[config.mk]
export PLATFORM = sky130hd
export DESIGN_NAME = change_dispenser
export DESIGN_NICKNAME = d
export VERILOG_FILES = /design/src/rtl/change_dispenser.sv
export SDC_FILE = /design/constraint.sdc
export NUM_CORES = 1
export LEC_CHECK = 0
export CAP_MARGIN = 10
export CORE_MARGIN = 3
export CORE_UTILIZATION = 43
export CTS_BUF_LIST = sky130_fd_sc_hd__clkbuf_2
export DETAILED_ROUTE_END_ITERATION = 10
export PLACE_DENSITY = 0.8
export SETUP_SLACK_MARGIN = 0.5
export SLEW_MARGIN = 10
export SYNTH_ARGS = -nofsm -noshare
export SYNTH_HDL_FRONTEND = slang
export SYNTH_SLANG_ARGS = --single-unit
[constraint.sdc]
create_clock -name clk -period 2.1 [get_ports clk]
set_input_delay 0.63 -clock clk [delete_from_list [all_inputs] [get_ports clk]]
set_output_delay 0.63 -clock clk [all_outputs]
set_load 0.02 [all_outputs]
[src/rtl/change_dispenser.sv]
// Change-return transmitter: dispenses an amount as greedy 10/5/2/1 NIS coins over a valid/ready link.
// Optional per-denomination inventory limits are built when CHANGE_INVENTORY_EN is defined.
module change_dispenser #(
    parameter int AMT_W   = 5,
    parameter int INV_W   = 4,
    parameter int INIT_10 = 4,
    parameter int INIT_5  = 4,
    parameter int INIT_2  = 4,
    parameter int INIT_1  = 4
) (
    input  logic             clk,
    input  logic             rst_n,
    input  logic             start,
    input  logic [AMT_W-1:0] amount,
    input  logic             coin_ready,
    output logic             coin_valid,
    output logic [3:0]       coin,
    output logic             busy,
    output logic             done,
    output logic             error,
    output logic [AMT_W-1:0] remaining,
    output logic [2:0]       dbg_state
);

    // Coin link: a transfer happens on a rising edge where coin_valid and coin_ready are both 1;
    // coin_valid/coin stay stable until then, and coin_ready is ignored while no coin is offered.

    typedef enum logic [2:0] {
        S_IDLE   = 3'd0,
        S_SELECT = 3'd1,
        S_OFFER  = 3'd2,
        S_FINISH = 3'd3,
        S_FAIL   = 3'd4
    } state_t;

    state_t           state_q, state_d;
    logic [AMT_W-1:0] remaining_q, remaining_d;
    logic [3:0]       coin_q, coin_d;
    logic             coin_valid_q, coin_valid_d;
    logic             busy_q, busy_d;
    logic             done_q, done_d;
    logic             av10, av5, av2, av1;
    logic [3:0]       pick;
    logic             transfer;

    assign transfer = (state_q == S_OFFER) && coin_ready;

`ifdef CHANGE_INVENTORY_EN
    logic [INV_W-1:0] inv10_q, inv5_q, inv2_q, inv1_q;
    logic             error_q, error_d;

    assign av10 = (inv10_q != '0);
    assign av5  = (inv5_q  != '0);
    assign av2  = (inv2_q  != '0);
    assign av1  = (inv1_q  != '0);

    // A coin is only ever offered when its counter is non-zero, so these cannot underflow.
    always_ff @(posedge clk or negedge rst_n) begin
        if (!rst_n) begin
            inv10_q <= INV_W'(INIT_10);
            inv5_q  <= INV_W'(INIT_5);
            inv2_q  <= INV_W'(INIT_2);
            inv1_q  <= INV_W'(INIT_1);
        end else if (transfer) begin
            case (coin_q)
                4'd10:   inv10_q <= inv10_q - INV_W'(1);
                4'd5:    inv5_q  <= inv5_q  - INV_W'(1);
                4'd2:    inv2_q  <= inv2_q  - INV_W'(1);
                4'd1:    inv1_q  <= inv1_q  - INV_W'(1);
                default: ;
            endcase
        end
    end

    assign error_d = (state_d == S_FAIL);

    always_ff @(posedge clk or negedge rst_n) begin
        if (!rst_n) error_q <= 1'b0;
        else        error_q <= error_d;
    end

    assign error = error_q;
`else
    logic unused_cfg;

    assign av10 = 1'b1;
    assign av5  = 1'b1;
    assign av2  = 1'b1;
    assign av1  = 1'b1;
    assign unused_cfg = ^{INV_W, INIT_10, INIT_5, INIT_2, INIT_1};
    assign error = 1'b0;
`endif

    // Largest available denomination that still fits; 0 means nothing qualifies.
    always_comb begin
        pick = 4'd0;
        if (remaining_q >= AMT_W'(10) && av10)     pick = 4'd10;
        else if (remaining_q >= AMT_W'(5) && av5)  pick = 4'd5;
        else if (remaining_q >= AMT_W'(2) && av2)  pick = 4'd2;
        else if (remaining_q >= AMT_W'(1) && av1)  pick = 4'd1;
    end

    always_ff @(posedge clk or negedge rst_n) begin
        if (!rst_n) state_q <= S_IDLE;
        else        state_q <= state_d;
    end

    always_comb begin
        state_d = state_q;
        case (state_q)
            S_IDLE:   if (start) state_d = S_SELECT;
            S_SELECT: begin
                if (remaining_q == '0)  state_d = S_FINISH;
                else if (pick != 4'd0)  state_d = S_OFFER;
                else                    state_d = S_FAIL;
            end
            S_OFFER:  if (coin_ready) state_d = S_SELECT;
            S_FINISH: state_d = S_IDLE;
            S_FAIL:   state_d = S_IDLE;
            default:  state_d = S_IDLE;
        endcase
    end

    // Outputs are registered from the next state so every output appears with its state.
    always_comb begin
        remaining_d  = remaining_q;
        coin_d       = coin_q;
        coin_valid_d = (state_d == S_OFFER);
        busy_d       = (state_d != S_IDLE);
        done_d       = (state_d == S_FINISH) || (state_d == S_FAIL);
        case (state_q)
            S_IDLE:   if (start) remaining_d = amount;
            S_SELECT: coin_d = (state_d == S_OFFER) ? pick : 4'd0;
            S_OFFER: begin
                if (coin_ready) begin
                    remaining_d = remaining_q - AMT_W'(coin_q);
                    coin_d      = 4'd0;
                end
            end
            default:  coin_d = 4'd0;
        endcase
    end

    always_ff @(posedge clk or negedge rst_n) begin
        if (!rst_n) begin
            remaining_q  <= '0;
            coin_q       <= 4'd0;
            coin_valid_q <= 1'b0;
            busy_q       <= 1'b0;
            done_q       <= 1'b0;
        end else begin
            remaining_q  <= remaining_d;
            coin_q       <= coin_d;
            coin_valid_q <= coin_valid_d;
            busy_q       <= busy_d;
            done_q       <= done_d;
        end
    end

    assign coin_valid = coin_valid_q;
    assign coin       = coin_q;
    assign busy       = busy_q;
    assign done       = done_q;
    assign remaining  = remaining_q;
    assign dbg_state  = state_q;

endmodule

==> results of run 1 <==
final cells by class:
| type | count | area, µm² |
|---|---|---|
| clock inverters | 1 | 5.00 |
| repair buffers | 40 | 303 |
| clock buffers | 3 | 15.0 |
| well taps | 25 | 31.3 |
| fillers | 143 | 574 |
| flip-flops and latches | 15 | 382 |
| multi-input cells | 65 | 499 |
| inverters | 8 | 30.0 |
layer usage:
metal | vias to the layer above | global-route usage | routed length [µm]
met4 | 0 | 0.0524 | 23
met5 | - | 0 | 0
li1 | 403 | - | -
met2 | 55 | 0.333 | 1300
met1 | 428 | 0.271 | 1020
met3 | 4 | 0.0379 | 230
registers in the layout, indices dropped and copies added, names as in the netlist:
register,count
busy,1
coin,4
coin_valid,1
dbg_state,3
done,1
remaining,5
worst min-delay path by stage:
stage | startpoint | end | slack [ns]
final | coin[3] | coin[3] | 0.54
after global routing | coin[2] | coin[2] | 0.57
after CTS | coin[3] | coin[3] | 0.54
after detailed placement | coin[2] | coin[2] | 0.51
after global placement | coin[3] | coin[3] | 0.50
after floorplan | rst_n | busy | 0.33
where the power goes:
part / internal [µW] / total (µW) / leakage (µW) / switching (µW)
combinational: 216 / 464 / 0.000385 / 248
clock: 43.1 / 145 / 0.0000164 / 102
sequential: 328 / 362 / 0.000185 / 34.1
synth_stat cells:
cell type	instances	area (µm²)
sky130_fd_sc_hd__buf_4	1	7.51
sky130_fd_sc_hd__fa_1	1	20.0
sky130_fd_sc_hd__dfrtp_1	15	375
sky130_fd_sc_hd__ha_1	4	50.1
sky130_fd_sc_hd__or3b_1	2	17.5
sky130_fd_sc_hd__a21oi_1	2	10.0
sky130_fd_sc_hd__o21a_1	4	30.0
sky130_fd_sc_hd__nor3_2	1	10.0
sky130_fd_sc_hd__a41o_2	1	11.3
sky130_fd_sc_hd__and3_1	1	6.26
sky130_fd_sc_hd__o211ai_1	2	15.0
sky130_fd_sc_hd__nor2_1	9	33.8
sky130_fd_sc_hd__a31oi_1	1	6.26
sky130_fd_sc_hd__buf_6	3	33.8
sky130_fd_sc_hd__nand3b_1	2	15.0
sky130_fd_sc_hd__o21ai_1	1	5.00
sky130_fd_sc_hd__inv_1	8	30.0
sky130_fd_sc_hd__a22o_1	1	8.76
sky130_fd_sc_hd__nor3_1	3	15.0
sky130_fd_sc_hd__o21ai_0	6	30.0
sky130_fd_sc_hd__nor3b_1	1	7.51
sky130_fd_sc_hd__mux2i_1	1	10.0
sky130_fd_sc_hd__a32o_1	2	20.0
sky130_fd_sc_hd__or2_2	2	12.5
sky130_fd_sc_hd__xnor2_1	1	8.76
sky130_fd_sc_hd__nand2_1	5	18.8
sky130_fd_sc_hd__nand4_1	3	18.8
sky130_fd_sc_hd__nor2b_1	3	18.8
sky130_fd_sc_hd__nor3_4	1	16.3
sky130_fd_sc_hd__a211oi_1	2	15.0
sky130_fd_sc_hd__a221oi_1	1	8.76
sky130_fd_sc_hd__conb_1	1	3.75
through the flow:
| stage | area [µm²] | instances |
|---|---|---|
| finish | 1260 | 157 |
| floorplan | 926 | 92 |
| detailed placement | 1200 | 143 |
| global route | 1260 | 157 |
| CTS | 1270 | 157 |
| global placement | 1200 | 143 |
timing repair:
item,CTS,global route
setup buffers,10,0
endpoints found under the hold margin,0,0
pin swaps,4,2
endpoints found under the setup margin,20,12
resized for setup,55,12
cells by family after synthesis:
logic type,synth area share
multiplexers,0.0113
AO/OA/AOI/OAI,0.180
XOR/XNOR,0.00985
adder cells (fa/ha/maj),0.0788
flip-flops,0.422
AND/OR/NAND/NOR,0.214
other,0.00422
buffers and inverters,0.0802
==> Implementation_results.wiki, run 1 <==
{| class="wikitable"
! Metric !! Value
|-
| Cells on worst reg2reg path || 6
|-
| Maximum number of pins on one net before global-route repair || 16
|-
| Path type of the worst setup path || reg -> out
|-
| Vias in the first global route || 846
|-
| Final core utilization || 0.688
|-
| Final setup violation count || 0
|-
| Final Skew || 0.0112 ns
|-
| Width of the chip || 51.5 µm
|-
| Status || completed
|-
| Worst reg2reg startpoint || coin[0]
|-
| Worst setup path end || coin[1]
|-
| Post-route antenna net violation count || 0
|-
| Overflow left after global routing || 0
|-
| Maximum resistive drop on vdd || 509 µV
|-
| WL per Instance || 16.3 µm
|-
| Clock root buffer master || sky130_fd_sc_hd__clkbuf_2
|-
| Total power per unit cell area || 767 mW/mm²
|-
| Clock transition at the register clock pins on the worst setup and hold paths after CTS || 0.17 ns
|-
| Standard-cell row count || 15
|-
| Startpoint Class || flop
|-
| CP max-delay cell || sky130_fd_sc_hd__dfrtp_1
|-
| Antenna violations before repair || 0
|-
| Post-route total power || 970 µW
|-
| First-pass GRT wire length || 4.02 mm
|-
| Drt total wl || 2.57 mm
|-
| Die footprint || 0.00265 mm²
|-
| Count of H-tree levels built during CTS || 1
|-
| Core outline area || 0.00184 mm²
|-
| IO Count || 25
|-
| Most frequent cells in the layout || sky130_fd_sc_hd__buf_4, sky130_fd_sc_hd__buf_2, sky130_fd_sc_hd__dfrtp_1
|-
| Endpoint of the worst register-to-register path || remaining[4]
|-
| Hold Path Cell Cnt || 2
|-
| Final-layout setup total negative slack || 0 ns
|-
| Minimum setup slack in the final design || 0.346 ns
|-
| Vias || 890
|-
| CP startpoint || coin[1]
|-
| Cells after synthesis || 91
|-
| Total global routing track utilization || 0.202
|-
| Later-pin clock latency in the skew report || 0.30 ns
|-
| Final GP Congestion || 0.919
|-
| Time the worst path needs with I/O delays and setup || 1.75 ns
|-
| Flip-flop and latch count after synthesis || 15
|-
| Max Buffers Root-to-Sink || 2
|-
| Largest fanout of any net on the critical path || 4
|-
| Crit path buffers/inverters || 1
|-
| Cts bufs inserted || 3
|-
| Reg-to-reg slack, setup || 0.35 ns
|-
| TritonCTS clock tree || built
|-
| Max-capacitance violation count || 0
|-
| Longest individual stage delay on the worst path || 0.49 ns
|-
| Final-report max-slew violation count || 0
|-
| Total of warnings raised by yosys || 0
|-
| Critical Path Sink Type || output port
|-
| Starting density of the core || 0.484
|-
| Required time at the worst-slack endpoint || 1.47 ns
|-
| Family with the most delay on the worst path || flip-flops
|-
| Crit path arrival time || 1.12 ns
|-
| Critical path cell sequence || clkdlybuf4s15_1
|-
| Number of port buffers || 23
|-
| Cell area after synthesis || 890 µm²
|-
| Synthesized area per cell || 9.78 µm²
|-
| Number of hold-repair buffers added at the cts stage || 0
|-
| Peak Freq || 570 MHz
|-
| Floorplan die height || 51.5 µm
|-
| Residual DRC || 0
|-
| Antenna diode instance count || 0
|-
| Via/cell ratio || 5.67
|-
| Commonest non-fill, non-tap cell in the layout || sky130_fd_sc_hd__buf_4
|-
| Total Nets Final || 147
|-
| Area added between synthesis and finish || 42.2%
|-
| Reported leakage power || 0.000587 µW
|-
| Half-perimeter wire length of the detailed placement result || 1.59 mm
|-
| Worst hold slack across all endpoints || 0.536 ns
|-
| Class of the tightest hold or removal check || reg -> reg
|-
| Setup slack at placement || 0.0933 ns
|-
| Netlist cell types || 32
|-
| Detailed-router iteration count before antenna repair || 4
|-
| Clock sinks || 15
|-
| Ratio of cells with drive above 1 in the final layout || 0.409
|-
| Share of the yosys chip area belonging to registers || 0.422
|-
| Unrepaired setup endpoints after global routing || yes
|-
| Hold Fails Final Rpt || 0
|-
| DRT iter0 DRCs || 34
|-
| Portion of the clock cycle consumed by the worst path in the final layout || 0.835
|-
| Number of cells on the critical path || 1
|}
Power figures use the tool's default switching activity.
==> run 2: changes to the inputs <==
--- a/config.mk
+++ b/config.mk
@@ -10,7 +10,7 @@
 export CORE_UTILIZATION = 43
 export CTS_BUF_LIST = sky130_fd_sc_hd__clkbuf_2
 export DETAILED_ROUTE_END_ITERATION = 10
-export PLACE_DENSITY = 0.8
+export PLACE_DENSITY = 0.83
 export SETUP_SLACK_MARGIN = 0.5
 export SLEW_MARGIN = 10
 export SYNTH_ARGS = -nofsm -noshare
==> constraint.sdc (replaced) <==
create_clock -name clk -period 1.6 [get_ports clk]
set_input_delay 0.48 -clock clk [delete_from_list [all_inputs] [get_ports clk]]
set_output_delay 0.48 -clock clk [all_outputs]
set_load 0.02 [all_outputs]
==> Implementation_results.wiki, run 2 (same netlist as run 1, synthesis figures left out) <==
{| class="wikitable"
! Metric !! Value
|-
| Status || complete, but fails checks
|-
| Violated checks || negative setup slack
|-
| Drt total wl || 4.33 mm (+69%)
|-
| Ratio of cells with drive above 1 in the final layout || 0.643 (+0.234)
|-
| Area added between synthesis and finish || 91.8%
|-
| Width of the chip || 51.5 µm (unchanged)
|-
| Startpoint Class || flop
|-
| Critical Path Sink Type || flop
|-
| Overflow left after global routing || 0 (unchanged)
|-
| Family with the most delay on the worst path || simple AND/OR/NAND/NOR gates
|-
| Die footprint || 0.00265 mm² (unchanged)
|-
| Clock root buffer master || sky130_fd_sc_hd__clkbuf_2
|-
| Antenna violations before repair || 0 (unchanged)
|-
| Flip-flop count of the largest register after layout || 5 (unchanged)
|-
| Starting density of the core || 0.484 (unchanged)
|-
| Cells on worst reg2reg path || 7 (+1)
|-
| Vias || 1125 (+26%)
|-
| Required time at the worst-slack endpoint || 1.78 ns (+0.31 ns)
|-
| Post-route total power || 1740 µW (+79%)
|-
| Placed standard-cell area || 0.00131 mm² (+9.6%)
|-
| Maximum resistive drop on vdd || 805 µV (+58%)
|-
| DRT iter0 DRCs || 95 (+180%)
|-
| Crit path arrival time || 2.10 ns (+0.98 ns)
|-
| Class of the tightest hold or removal check || in -> async
|-
| Vias in the first global route || 1043 (+23%)
|-
| Clock network fraction of design power || 0.119 (-0.031)
|-
| Longest individual stage delay on the worst path || 0.42 ns (-0.07 ns)
|-
| Number of cells on the critical path || 7 (+6)
|-
| Number of port buffers || 23 (unchanged)
|-
| Cts bufs inserted || 3 (unchanged)
|-
| Peak Freq || 520 MHz
|-
| Final setup violation count || 4 (+4)
|-
| Core outline area || 0.00184 mm² (unchanged)
|-
| Clock transition at the register clock pins on the worst setup and hold paths after CTS || 0.18 ns (about the same)
|-
| Final-report max-slew violation count || 0 (unchanged)
|-
| Detailed-router iteration count before antenna repair || 8 (+4)
|-
| Reported leakage power || 0.000756 µW (+29%)
|-
| Number of cells after detailed placement || 153 (+7.0%)
|-
| Internal || 1040 µW (+77%)
|-
| Minimum setup slack in the final design || -0.324 ns (-0.669 ns)
|-
| Total global routing track utilization || 0.294 (+0.0917)
|-
| Via/cell ratio || 6.28 (+11%)
|-
| Relative contribution of combinational cells to total power || 0.598 (+0.120)
|-
| Commonest non-fill, non-tap cell in the layout || sky130_fd_sc_hd__buf_6
|-
| Path type of the worst setup path || reg -> reg
|-
| Final GP Congestion || 0.821 (-11%)
|-
| Total power per unit cell area || 1020 mW/mm² (+33%)
|-
| First-pass GRT wire length || 5.59 mm (+39%)
|-
| Maximum number of pins on one net before global-route repair || 16 (unchanged)
|-
| Final Skew || 0.00530 ns (-0.00590 ns)
|-
| CP max-delay cell || sky130_fd_sc_hd__dfrtp_2
|-
| Net load switching power || 697 µW (+82%)
|-
| Later-pin clock latency in the skew report || 0.29 ns (about the same)
|-
| Final standard cell count with taps included and fillers excluded || 179 (+14%)
|-
| Most frequent cells in the layout || sky130_fd_sc_hd__buf_6, sky130_fd_sc_hd__buf_4, sky130_fd_sc_hd__dfrtp_2
|-
| Residual DRC || 0 (unchanged)
|-
| Portion of the clock cycle consumed by the worst path in the final layout || 1.20
|-
| Seq pwr share || 0.283 (-0.090)
|-
| TritonCTS clock tree || built
|-
| Antenna diode instance count || 0 (unchanged)
|-
| Total Nets Final || 169 (+15%)
|-
| Max Buffers Root-to-Sink || 2 (unchanged)
|-
| Floorplan die height || 51.5 µm (unchanged)
|-
| Hold Fails Final Rpt || 0 (unchanged)
|-
| Largest fanout of any net on the critical path || 2 (-2)
|-
| IO Count || 25 (unchanged)
|-
| Standard-cell row count || 15 (unchanged)
|-
| Time the worst path needs with I/O delays and setup || 1.92 ns
|-
| Post-route antenna net violation count || 0 (unchanged)
|-
| Share of total power consumed by net switching || 0.401 (+0.00591)
|-
| Summed area of non-filler cells in the final layout || 0.00171 mm² (+35%)
|-
| Critical path cell sequence || inv_2 > ha_4 > fa_2 > nor2b_2 > o21a_1 > nor3_1 > or3b_1
|-
| Max-capacitance violation count || 0 (unchanged)
|-
| Unrepaired setup endpoints after global routing || yes
|-
| WL per Instance || 24.2 µm (+48%)
|-
| Final core utilization || 0.928 (+0.240)
|-
| Half-perimeter wire length of the detailed placement result || 1.79 mm (+13%)
|-
| Clock sinks || 15 (unchanged)
|-
| Count of H-tree levels built during CTS || 1 (unchanged)
|-
| Crit path buffers/inverters || 1 (unchanged)
|}
[run 2: path summary, 6_finish.rpt]
| path | slack, ns | endpoint | startpoint |
|---|---|---|---|
| max | -0.32 | remaining[4] | remaining[0] |
| min reg2reg | 0.65 | coin[3] | coin[3] |
| min in group clk | 0.65 | coin[3] | coin[3] |
| max in group asynchronous | 0.94 | coin[3] | rst_n |
| min | 0.46 | dbg_state[2] | rst_n |
| max reg2reg | -0.32 | remaining[4] | remaining[0] |
[run 2: metrics by stage]
step / setup TNS, ns / hold slack, ns / setup WS (ns)
after global routing: -0.630 / 0.469 / -0.381
after detailed placement: -1.40 / 0.527 / -0.241
after CTS: -0.174 / 0.490 / -0.146
after global placement: -1.06 / 0.517 / -0.203
final: -0.435 / 0.464 / -0.324
after floorplan: -0.148 / 0.184 / -0.148
[run 2: power by group through the flow]
| stage | clock (µW) | combinational, µW | sequential, µW |
|---|---|---|---|
| finish | 207 | 1040 | 490 |
| global route | 224 | 1080 | 493 |
| CTS | 191 | 808 | 479 |
| detailed placement | 0 | 603 | 490 |
| global placement | 0 | 587 | 487 |
| floorplan | 0 | 280 | 551 |
[run 2: layout make-up]
type,instances,area (µm²)
multi-input combinational,65,623
timing repair buffer,62,614
sequential,15,388
fill,63,133
tap,25,31.3
inverter,8,30.0
clock buffer,4,20.0
[run 2: timing repair]
action | 4_1_cts | 5_1_grt
resized for setup | 124 | 17
pin swaps | 20 | 13
endpoints found under the setup margin | 28 | 29
hold buffers | 0 | 0
buffers inserted | 13 | 9
[run 2: routing by layer]
metal | vias up | routed length (µm) | GRT usage | part of all wire
li1 | 449 | - | - | -
met1 | 534 | 1570 | 0.387 | 0.36
met2 | 113 | 2010 | 0.481 | 0.46
met3 | 29 | 561 | 0.0612 | 0.13
met4 | 0 | 185 | 0.0873 | 0.043
met5 | - | 0 | 0 | 0
==> RTL edit, RTL diff (flow settings as in run 2) <==
The option `CHANGE_INVENTORY_EN` is turned on by a define.
--- a/src/rtl/change_dispenser.sv
+++ b/src/rtl/change_dispenser.sv
@@ -1,5 +1,7 @@
 // Change-return transmitter: dispenses an amount as greedy 10/5/2/1 NIS coins over a valid/ready link.
 // Optional per-denomination inventory limits are built when CHANGE_INVENTORY_EN is defined.
+`define CHANGE_INVENTORY_EN
+
 module change_dispenser #(
     parameter int AMT_W   = 5,
     parameter int INV_W   = 4,
Behaviour: no difference found for any inputs over 10 cycles, from zero or initial values and one cycle with rst_n low; that may be too few to reach the edited logic, so the function may still have changed.
==> RTL edit against run 2 <==
- the flow still finishes with violations (setup timing)
- synthesized area up 94%
- setup slack gained 0.070 ns
- first-iteration DRC count rose by 41%
- die area grew 81%
- sequential cell count rose by 17
- cell area grew 81%
- wire length rose by 35%
- critical path depth down 3
- maximum frequency grew 3.8%
- worst hold slack worse by 0.031 ns
- total power increased to 2.6 times the old value
- largest cell class unchanged
- highest routed layer unchanged
==> RTL edit: results (changes against run 2) <==
drt initial violations 134 (+41%); P per Cell Area 1490 mW/mm^2 (+46%); worst min-delay path category in -> async; I/O Buffers 24 (+4.3%); Diodes inserted 0 (unchanged); Setup Skew 0.0224 ns (+0.0171 ns); dpl ws -0.771 ns (-0.530 ns); R2R Path End inv5_q[3]$_DFFE_PN0P_; DR pass1 iterations 4 (-4); initial antenna violation count 0 (unchanged); fin nets 276 (+63%); Syn Nets 180; setup violators final 31 (+27); CTS buffer count 5 (+2); Max VDD drop 1.07 mV (+33%); Seq/Total Area, Yosys 46.8% (+4.6 points); vias post-DR 1664 (+48%); MaxCap Viol Count 0 (unchanged); Crit. Startpoint dbg_state[2]$_DFF_PN0_; CP arrival 2.13 ns (+0.03 ns); outcome complete, but fails checks; share of cells above drive strength 1 60.2% (-4.1 points); FP Rows 22 (+7); clk_lat worst skew 0.39 ns (+0.10 ns); Placed Area 0.00230 mm^2 (+75%); Worst Reg-to-Reg Cells 4 (-3); Total GRT Usage 21.2% (-8.2 points); DR WL/cell 19.0 um (-21%); first-pass GRT wire length 7940 um (+42%); GPL Wtd Cong 0.822 (about the same); Worst-path clk slew 0.19 ns; Async S/R FF share, synth 100% (unchanged); Synth Warn # 0 (unchanged); leakage power 1.42 nW (+88%); largest cells by area after synthesis dfrtp_1 (41%), dfstp_2 (6.1%), ha_1 (5.8%); # fillers 185 (+190%); failing checks setup timing; crit path capture type flip-flop; Commonest cells post-synth dfrtp_1 (28), inv_1 (16), nand2_1 (11), nor2_1 (10); max FFs per register 5 (unchanged); root buffer cell clkbuf_2; largest net degree at the start of global routing 33 (+17); Clock Tree Buf Depth 2 (unchanged); Synth cell types 40 (+25%); Final Worst Setup Slack -0.254 ns (+0.0697 ns); worst slew pin tran 0.405 ns; Post-Syn Instances 162 (+78%); dpl hpwl 2710 um (+51%); CTS H-tree depth 2 (+1); top fanout value on the critical path 4 (+2)
[RTL edit: kinds of logic after synthesis]
family | synth area share (%)
AOI/OAI and AO/OA | 11.5
buffers and inverters | 4.87
xor gates and xnor gates | 7.48
muxes | 1.74
adders and majority gates | 6.97
and+or+nand+nor | 20.6
DFF | 46.8
[RTL edit: routing by layer]
layer	up-vias	share of wire [%]	track usage [%]
li1	763	-	-
met1	815	40	24.9
met2	66	51	35.9
met3	20	5.9	4.35
met4	0	3.2	11.9
met5	-	0	0
[RTL edit: critical path: stages, from the launching register on]
cell       delay (ns)
dfrtp_1          0.43
nand4bb_4        0.27
or4_4            0.45
or4_4            0.44
xnor2_1          0.15
[RTL edit: stage by stage]
step | hold slack, ns | power, mW | TNS, ns | instances
after floorplan | 0.184 | 2.18 | -1.44 | 162
after global placement | 0.460 | 2.82 | -9.55 | 259
after detailed placement | 0.468 | 2.87 | -10.68 | 259
after CTS | 0.425 | 3.97 | -1.17 | 286
after global routing | 0.447 | 4.77 | -4.73 | 307
final | 0.433 | 4.59 | -2.96 | 307
[RTL edit: timing repair]
item                                   in CTS  in global routing
resized for setup                         145                 32
endpoints found under the hold margin       0                  0
setup endpoints to repair                  47                 48
pin swaps                                  23                 22
setup buffers                              19                 21
[RTL edit: final cells by class]
class                   count  area share (%)
clock buffers               5           0.811
clock inverters             3            1.22
repair buffers             93            31.1
multi-input cells         110            36.5
well taps                  48            1.95
flip-flops and latches     32            26.5
inverters                  16            1.95
[RTL edit: power breakdown]
group	switching (mW)	total (mW)	internal (mW)
registers	0.148	1.15	0.998
clock network	0.302	0.556	0.255
logic	1.34	2.89	1.54
total	1.79	4.59	2.80
